File: src/rtl/sobel_edge_detect_3x3_pkg.sv
// Shared constants and types for the 3x3-window image filters.
// Pipeline depth, output saturation limit and the edge-counter state encoding.
package sobel_edge_detect_3x3_pkg;

  localparam int unsigned PIPE_DEPTH = 4;
  localparam int unsigned SAT_LIMIT  = 255;

  typedef enum logic [1:0] {
    StArm,
    StIdle,
    StFrame
  } cnt_state_e;

endpackage

File: src/rtl/sobel_edge_counter.sv
// Per-frame edge counter: vsync edge detect, saturating pixel counter and the
// edge_count latch with its one-cycle update strobe.
module sobel_edge_counter
  import sobel_edge_detect_3x3_pkg::*;
#(
  parameter int unsigned CNT_WIDTH = 20
) (
  input  logic                 clk,
  input  logic                 rst_n,
  input  logic                 vsync,
  input  logic                 href,
  input  logic                 edge_bit,
  output logic [CNT_WIDTH-1:0] edge_count,
  output logic                 edge_count_valid
);

  cnt_state_e           state_q, state_d;
  logic                 vsync_q;
  logic [CNT_WIDTH-1:0] cnt_q, cnt_d;
  logic [CNT_WIDTH-1:0] edge_count_q, edge_count_d;
  logic                 valid_q, valid_d;
  logic                 rise, fall, hit;

  // StArm waits for vsync low after reset so a frame already in flight is never reported.
  always_comb begin
    rise         = vsync & ~vsync_q;
    fall         = ~vsync & vsync_q;
    hit          = href & edge_bit;
    state_d      = state_q;
    cnt_d        = cnt_q;
    edge_count_d = edge_count_q;
    valid_d      = 1'b0;
    if (hit && (cnt_q != '1)) begin
      cnt_d = cnt_q + CNT_WIDTH'(1);
    end
    unique case (state_q)
      StArm: begin
        if (!vsync) state_d = StIdle;
      end
      StIdle: begin
        if (rise) begin
          state_d = StFrame;
          cnt_d   = CNT_WIDTH'(hit);
        end
      end
      StFrame: begin
        if (fall) begin
          state_d      = StIdle;
          edge_count_d = cnt_q;
          valid_d      = 1'b1;
        end
      end
      default: state_d = StArm;
    endcase
  end

  always_ff @(posedge clk or negedge rst_n) begin
    if (!rst_n) begin
      state_q      <= StArm;
      vsync_q      <= 1'b0;
      cnt_q        <= '0;
      edge_count_q <= '0;
      valid_q      <= 1'b0;
    end else begin
      state_q      <= state_d;
      vsync_q      <= vsync;
      cnt_q        <= cnt_d;
      edge_count_q <= edge_count_d;
      valid_q      <= valid_d;
    end
  end

  assign edge_count       = edge_count_q;
  assign edge_count_valid = valid_q;

endmodule

File: src/rtl/sobel_edge_detect_3x3.sv
// Four-stage Sobel gradient pipeline on a 3x3 window with saturated magnitude,
// per-frame thresholded edge flag and a per-frame edge pixel count.
module sobel_edge_detect_3x3
  import sobel_edge_detect_3x3_pkg::*;
#(
  parameter int unsigned DATA_WIDTH = 8,
  parameter int unsigned CNT_WIDTH  = 20
) (
  input  logic                  clk,
  input  logic                  rst_n,
  input  logic                  matrix_frame_vsync,
  input  logic                  matrix_frame_href,
  input  logic [DATA_WIDTH-1:0] matrix_p11,
  input  logic [DATA_WIDTH-1:0] matrix_p12,
  input  logic [DATA_WIDTH-1:0] matrix_p13,
  input  logic [DATA_WIDTH-1:0] matrix_p21,
  input  logic [DATA_WIDTH-1:0] matrix_p22,
  input  logic [DATA_WIDTH-1:0] matrix_p23,
  input  logic [DATA_WIDTH-1:0] matrix_p31,
  input  logic [DATA_WIDTH-1:0] matrix_p32,
  input  logic [DATA_WIDTH-1:0] matrix_p33,
  input  logic [7:0]            threshold,
  output logic                  post_frame_vsync,
  output logic                  post_frame_href,
  output logic [7:0]            post_img_Data,
  output logic                  post_img_Bit,
  output logic [CNT_WIDTH-1:0]  edge_count,
  output logic                  edge_count_valid
);

  localparam int unsigned PS_W  = DATA_WIDTH + 2;
  localparam int unsigned SUM_W = DATA_WIDTH + 3;
  localparam logic [SUM_W-1:0] SAT_SUM = SUM_W'(SAT_LIMIT);

  logic                  vsync_in_q;
  logic [7:0]            frame_threshold_q;
  logic [PIPE_DEPTH-1:0] vsync_pipe_q, href_pipe_q;
  logic [PS_W-1:0]       gx_p_q, gx_n_q, gy_p_q, gy_n_q;
  logic [PS_W-1:0]       gx_abs_q, gy_abs_q;
  logic [SUM_W-1:0]      sum_q;
  logic [7:0]            data_q, data_d;
  logic                  bit_q, bit_d;

  // The centre pixel carries zero weight in both Sobel kernels.
  logic unused_p22;
  assign unused_p22 = ^matrix_p22;

  // Threshold is captured once at frame start so mid-frame changes cannot split a frame.
  always_ff @(posedge clk or negedge rst_n) begin
    if (!rst_n) begin
      vsync_in_q        <= 1'b0;
      frame_threshold_q <= '0;
    end else begin
      vsync_in_q <= matrix_frame_vsync;
      if (matrix_frame_vsync && !vsync_in_q) begin
        frame_threshold_q <= threshold;
      end
    end
  end

  always_ff @(posedge clk or negedge rst_n) begin
    if (!rst_n) begin
      vsync_pipe_q <= '0;
      href_pipe_q  <= '0;
    end else begin
      vsync_pipe_q <= {vsync_pipe_q[PIPE_DEPTH-2:0], matrix_frame_vsync};
      href_pipe_q  <= {href_pipe_q[PIPE_DEPTH-2:0], matrix_frame_href};
    end
  end

  // Stage 4 output is forced to zero whenever the window alongside it is not valid.
  always_comb begin
    data_d = '0;
    bit_d  = 1'b0;
    if (href_pipe_q[PIPE_DEPTH-2]) begin
      data_d = (sum_q > SAT_SUM) ? 8'(SAT_LIMIT) : sum_q[7:0];
      bit_d  = (sum_q > SUM_W'(frame_threshold_q));
    end
  end

  always_ff @(posedge clk or negedge rst_n) begin
    if (!rst_n) begin
      gx_p_q   <= '0;
      gx_n_q   <= '0;
      gy_p_q   <= '0;
      gy_n_q   <= '0;
      gx_abs_q <= '0;
      gy_abs_q <= '0;
      sum_q    <= '0;
      data_q   <= '0;
      bit_q    <= 1'b0;
    end else begin
      gx_p_q   <= {2'b00, matrix_p13} + {1'b0, matrix_p23, 1'b0} + {2'b00, matrix_p33};
      gx_n_q   <= {2'b00, matrix_p11} + {1'b0, matrix_p21, 1'b0} + {2'b00, matrix_p31};
      gy_p_q   <= {2'b00, matrix_p11} + {1'b0, matrix_p12, 1'b0} + {2'b00, matrix_p13};
      gy_n_q   <= {2'b00, matrix_p31} + {1'b0, matrix_p32, 1'b0} + {2'b00, matrix_p33};
      gx_abs_q <= (gx_p_q >= gx_n_q) ? (gx_p_q - gx_n_q) : (gx_n_q - gx_p_q);
      gy_abs_q <= (gy_p_q >= gy_n_q) ? (gy_p_q - gy_n_q) : (gy_n_q - gy_p_q);
      sum_q    <= {1'b0, gx_abs_q} + {1'b0, gy_abs_q};
      data_q   <= data_d;
      bit_q    <= bit_d;
    end
  end

  assign post_frame_vsync = vsync_pipe_q[PIPE_DEPTH-1];
  assign post_frame_href  = href_pipe_q[PIPE_DEPTH-1];
  assign post_img_Data    = data_q;
  assign post_img_Bit     = bit_q;

  sobel_edge_counter #(
    .CNT_WIDTH(CNT_WIDTH)
  ) u_edge_counter (
    .clk             (clk),
    .rst_n           (rst_n),
    .vsync           (post_frame_vsync),
    .href            (post_frame_href),
    .edge_bit        (post_img_Bit),
    .edge_count      (edge_count),
    .edge_count_valid(edge_count_valid)
  );

endmodule

File: config.mk
export PLATFORM = sky130hd
export DESIGN_NAME = sobel_edge_detect_3x3
export DESIGN_NICKNAME = d
export VERILOG_FILES = /design/src/rtl/sobel_edge_detect_3x3_pkg.sv /design/src/rtl/sobel_edge_counter.sv /design/src/rtl/sobel_edge_detect_3x3.sv
export SDC_FILE = /design/constraint.sdc
export NUM_CORES = 1
export LEC_CHECK = 0
export CORE_ASPECT_RATIO = 1.75
export CORE_MARGIN = 2
export CORE_UTILIZATION = 50
export CTS_CLUSTER_DIAMETER = 60
export DETAILED_ROUTE_END_ITERATION = 16
export GPL_ROUTABILITY_DRIVEN = 0
export PLACE_DENSITY_LB_ADDON = 0.15
export REMOVE_ABC_BUFFERS = 1
export SYNTH_ARGS = -nofsm -noshare
export SYNTH_HDL_FRONTEND = slang
export SYNTH_SLANG_ARGS = --single-unit
File: constraint.sdc
create_clock -name clk -period 4.8 [get_ports clk]
set_input_delay 0.96 -clock clk [delete_from_list [all_inputs] [get_ports clk]]
set_output_delay 0.96 -clock clk [all_outputs]
set_load 0.01 [all_outputs]
==> flow_summary.toml, run 1 <==
[outcome]
status = "finished, final reports clean"

[layout]
final_cell_mix = "140 x dfrtp_1, 106 x clkdlybuf4s50_1, 93 x ha_1"
stdcell_area_sq_um = 10600
fin_cells = 1134
fill_cells = 1347
layout-drive-gt1-share_pct = 7.06
regArea_sq_um = 3500
final_core_util_pct = 62.4
antenna_cells = 0
area_delta_synth_final_pct = 22.3
final_nets = 1109
multiInputGateArea_sq_um = 4730
layout_commonest_cell = "dfrtp_1"

[setup_path]
required_ns = 5.08
max_stage_delay_ns = 0.54
endpoint_kind = "flip-flop"
arrival_ns = 3.63
crit_end = "gy_p_q[9]$_DFF_PN0_"
crit_fanout = 2
cp-startpoint = "matrix_p11[1]"
rrSetupSlack_ns = 2.41
crit-reg2reg-capture = "gy_abs_q[7]$_DFF_PN0_"
crit_path_start_kind = "primary input"
critPathKind = "in2reg"
crit_chain = "clkdlybuf4s50_1 > inv_1 > fa_1 > inv_1 > ha_1 > fa_1 > a21o_1 > a21oi_1 > o21bai_1 > a21oi_1 > o21ai_0"
rr_worst_depth = 9
cp_slowest_cell = "fa_1"
r2r_start = "gy_p_q[0]$_DFF_PN0_"

[route]
first_pass_iters = 4
dr_total_vias = 6081
avgViaCountPerCell = 5.36
drtAntennaViolNets = 0
wire_per_inst_um = 16.4
post-route-drc-count = 0
drtIter0Drc = 233
routed_wl_um = 18600

[die]
die_w_um = 103
rows = 63
die_h_um = 178
die_area_sq_um = 18400
start_util_pct = 51.0
pin_count = 116
coreArea_sq_um = 16900

[yosys]
ys_warn_count = 0
syn_area_sq_um = 8640
syn_avg_cell_area_sq_um = 11.0
synth_flop_cell = "dfrtp_1"
synth_top_area_share_pct = 40.6
yosysSeqAreaShare_pct = 40.6
synth_top_cell_by_area = "dfrtp_1"
netlist_top_cells_area = "dfrtp_1 41%, ha_1 13%, fa_1 8.6%"
synth-edff-count = 0
yosys.cell_types.count = 61
ys_seq_elements = 140
ys_async_sr_fraction_pct = 100
synthCells = 782

[cts]
cts_sinks = 140
cts-htree-levels = 4
cts.reportedPaths.clkPinSlew_ns = 0.06
cts_tree = "done"
insertion_delay_ns = 0.42
cts_root_buffer = "clkbuf_16"
numCtsBuffers = 17
cts_hold_buf = 0
clockBufferDepth = 2
cts_setup_buffers = 0
cts_resized = 0

[sta]
hold_viol = 0
period_share_pct = 69.9
setup_tns_ns = 0
worst_pin_slew_ns = 0.954
slew_headroom_pct = 36.4
drv_slew = 0
max_freq_ghz = 0.298
fin_hold_ws_ns = 0.343
min_period_ns = 3.35
rsz0062_at_grt = "false"
finalSetupViolations = 0
timing.final.ws_setup_ns = 1.45
finClkSkew_ns = 0.0101

[global_route]
grt_pass1_vias = 6569
grt_max_degree = 113
antenna_found_initial = 0
grt_use_total_pct = 21.3
grt_pass1_wl_um = 29600
overflow = 0

[power_and_ir_drop]
power.total_mw = 6.02
power_density_nw_per_um2 = 569
ir_drop_v = 0.000265
p_leak_nw = 5.04

[placed_design]
portBuffers = 107
placed_cells = 1103
hpwl_um = 15100
pre_cts_ws_ns = 0.992
place_area_sq_um = 9930

[min_path]
min_path_type = "reg2reg"

[job]
cap_viol_max_count = 0
## layer usage
metal	vias up	global-route usage (%)	routed length (um)
met5	-	0	0
met4	0	12.1	1040
met3	53	4.37	655
met2	181	42.4	10800
met1	2964	18.2	6150
li1	2883	-	-
## worst max-delay path: cells and delay by family
kind / cells / cell delay, ns
buffers and inverters: 3 / 0.60
adder cells (fa/ha/maj): 3 / 1.16
AO/OA/AOI/OAI: 5 / 0.89
## where the power goes
group / internal [mW] / switching [mW] / total (mW) / leakage [nW]
logic: 1.34 / 1.56 / 2.90 / 3.00
clock network: 0.932 / 0.480 / 1.41 / 0.306
registers: 1.52 / 0.188 / 1.71 / 1.73
## registers in the layout, indices dropped and copies added (netlist names), 2 cells and up
register and count:
frame_threshold_q 8, gx_abs_q 10, gx_n_q 10, gx_p_q 10, gy_abs_q 10, gy_n_q 10, gy_p_q 10, href_pipe_q 4
post_img_Data 8, sum_q 11, u_edge_counter.cnt_q 20, u_edge_counter.edge_count 20, u_edge_counter.state_q 2, vsync_pipe_q 4
## worst min path at each step
stage / startpoint / slack (ns) / end / cells after the start
3_3_place_gp: href_pipe_q[1]$_DFF_PN0_ / 0.34 / href_pipe_q[2]$_DFF_PN0_ / 0
6_report: href_pipe_q[0]$_DFF_PN0_ / 0.34 / href_pipe_q[1]$_DFF_PN0_ / 0
4_1_cts: href_pipe_q[0]$_DFF_PN0_ / 0.35 / href_pipe_q[1]$_DFF_PN0_ / 0
5_1_grt: vsync_pipe_q[2]$_DFF_PN0_ / 0.36 / vsync_pipe_q[3]$_DFF_PN0_ / 0
3_5_place_dp: href_pipe_q[0]$_DFF_PN0_ / 0.34 / href_pipe_q[1]$_DFF_PN0_ / 0
2_1_floorplan: href_pipe_q[0]$_DFF_PN0_ / 0.33 / href_pipe_q[1]$_DFF_PN0_ / 0
## final cells by class
class	instances	share of cell area [%]
repair buffers	111	10.4
multi-input cells	543	44.8
clock buffers	20	4.23
clock inverters	11	1.82
well taps	227	2.69
inverters	82	2.91
flip-flops and latches	140	33.1
## cells in the mapped netlist, types with 11 or more instances
cell type,count
dfrtp_1,140
xor2_1,28
a21oi_1,43
mux2_2,11
ha_1,93
nor2_1,46
xnor2_1,32
mux2i_1,16
nand3_1,16
nand2_1,36
a21o_1,23
o21ai_0,26
o21a_1,19
inv_1,81
fa_1,37
## logic make-up after synthesis
| group | count (synthesis) | share of synthesized area [%] |
|---|---|---|
| xor+xnor | 61 | 6.27 |
| flops | 140 | 40.6 |
| mux | 38 | 4.76 |
| fa+ha+maj | 130 | 22.0 |
| buf+inv | 99 | 4.78 |
| simple gates | 151 | 8.82 |
| compound gates | 163 | 12.8 |
(Power assumes the default switching activity.)
==> run 2: changes to the inputs <==
clock period = 2.8 ns   (was 4.8 ns; I/O delays follow)
==> flow_summary.toml, run 2 (synthesized netlist as in run 1, its figures left out) <==
[power_and_ir_drop]
ir_drop_v = 0.000487
p_leak_nw = 5.11
power_density_nw_per_um2 = 945

[layout]
layout-drive-gt1-share_pct = 10.4
antenna_cells = 0
final_core_util_pct = 63.1
area_delta_synth_final_pct = 23.8
fill_cells = 1354
layout_commonest_cell = "dfrtp_1"
final_cell_mix = "140 x dfrtp_1, 106 x clkdlybuf4s50_1, 93 x ha_1"
stdcell_area_sq_um = 10700
final_nets = 1132

[placed_design]
portBuffers = 107
place_area_sq_um = 10100
hpwl_um = 15700
pre_cts_ws_ns = -0.476

[cts]
cts-htree-levels = 4
numCtsBuffers = 17
cts_hold_buf = 0
clockBufferDepth = 2
cts_root_buffer = "clkbuf_16"
cts.reportedPaths.clkPinSlew_ns = 0.06
insertion_delay_ns = 0.42
cts_setup_buffers = 0
cts_tree = "done"
cts_sinks = 140

[route]
drtAntennaViolNets = 0
routed_wl_um = 19100
drtIter0Drc = 323
dr_total_vias = 6165
post-route-drc-count = 0
avgViaCountPerCell = 5.32
wire_per_inst_um = 16.5
first_pass_iters = 4

[global_route]
grt_use_total_pct = 22.0
grt_pass1_wl_um = 30500
antenna_found_initial = 0
overflow = 0
grt_pass1_vias = 6700
grt_max_degree = 65

[die]
die_area_sq_um = 18400
pin_count = 116
die_h_um = 178
die_w_um = 103
coreArea_sq_um = 16900
rows = 63
start_util_pct = 51.0

[sta]
timing.final.ws_setup_ns = 0.0661
finalSetupViolations = 0
max_freq_ghz = 0.366
drv_slew = 0
hold_viol = 0
finClkSkew_ns = 0.00824
slew_headroom_pct = 54.1
period_share_pct = 97.6
worst_pin_slew_ns = 0.671
min_period_ns = 2.73

[min_path]
min_path_type = "in2async"

[outcome]
status = "finished, final reports clean"

[setup_path]
r2r_start = "gy_p_q[0]$_DFF_PN0_"
endpoint_kind = "flip-flop"
rrSetupSlack_ns = 0.34
arrival_ns = 3.07
crit_chain = "clkdlybuf4s50_1 > fa_1 > ha_1 > a21o_1 > a21oi_1 > o21ai_1 > o41ai_1 > xnor2_1"
cp_slowest_cell = "clkdlybuf4s50_1"
crit_fanout = 2
crit_path_start_kind = "primary input"
required_ns = 3.14
cp-startpoint = "matrix_p33[2]"
critPathKind = "in2reg"
max_stage_delay_ns = 0.59

[job]
cap_viol_max_count = 0
-- run 2: cell count changes in the layout (fill, tap and decap cells not counted), sizes merged --
cell,delta
clkbuf,-2
buf,+23
inv,+3
bufinv,-4
clkinv,+1
clkinvlp,+3
-- run 2: critical path, delay by kind of cell --
family	cells	cell delay, ns
AO/OA/AOI/OAI	4	0.90
XOR/XNOR	1	0.19
adder cells (fa/ha/maj)	2	0.83
buffers and inverters	1	0.59
-- run 2: area by class of cell --
| cell class | count | area [sq um] | area share, % |
|---|---|---|---|
| repair buffers | 134 | 1290 | 12.0 |
| well taps | 227 | 284 | 2.66 |
| clock buffers | 18 | 429 | 4.01 |
| inverters | 82 | 308 | 2.88 |
| multi-input cells | 543 | 4760 | 44.5 |
| clock inverters | 14 | 119 | 1.11 |
| flip-flops and latches | 140 | 3500 | 32.8 |
-- run 2: final timing paths --
check | to | cells past startpoint
worst max-delay path | gx_p_q[8]$_DFF_PN0_ | 8
min in group clk | href_pipe_q[1]$_DFF_PN0_ | 0
worst max register to register | gy_abs_q[9]$_DFF_PN0_ | 9
worst min-delay path | frame_threshold_q[0]$_DFFE_PN0P_ | 1
max in group asynchronous | gy_p_q[6]$_DFF_PN0_ | 2
worst min register to register | href_pipe_q[1]$_DFF_PN0_ | 0
-- run 2: power by group --
group / internal (mW) / total, mW / switching (mW)
Combinational: 2.38 / 5.10 / 2.73
Sequential: 2.61 / 2.93 / 0.317
Clock: 1.22 / 2.08 / 0.863
-- run 2: routing by layer --
layer  track usage (%)  vias to the layer above  share of wire [%]
met3              4.02                       60                3.7
met1              18.6                     2974                 32
met4              13.5                        0                5.8
li1                  -                     2935                  -
met2              44.0                      196                 58
met5                 0                        -                  0
-- run 2: through the flow --
stage / setup TNS (ns) / std cells / hold WS [ns] / total power [mW]
floorplan: 0 / 765 / 0.264 / 6.64
global placement: -4.52 / 1126 / 0.337 / 7.77
detailed placement: -5.64 / 1126 / 0.335 / 8.01
CTS: 0 / 1158 / 0.0439 / 10.1
global route: -0.0171 / 1158 / 0.0604 / 10.8
finish: 0 / 1158 / 0.0417 / 10.1
-- run 2: what timing repair did --
| item | 4_1_cts | 5_1_grt |
|---|---|---|
| resized for setup | 1 | 8 |
| pin swaps | 0 | 3 |
| setup endpoints to repair | 1 | 8 |
==> run 3: changes to the inputs <==
SLEW_MARGIN = 5   (was default)
==> results of run 3 <==
Final layout, timing and power as in run 2 (identical DEF).
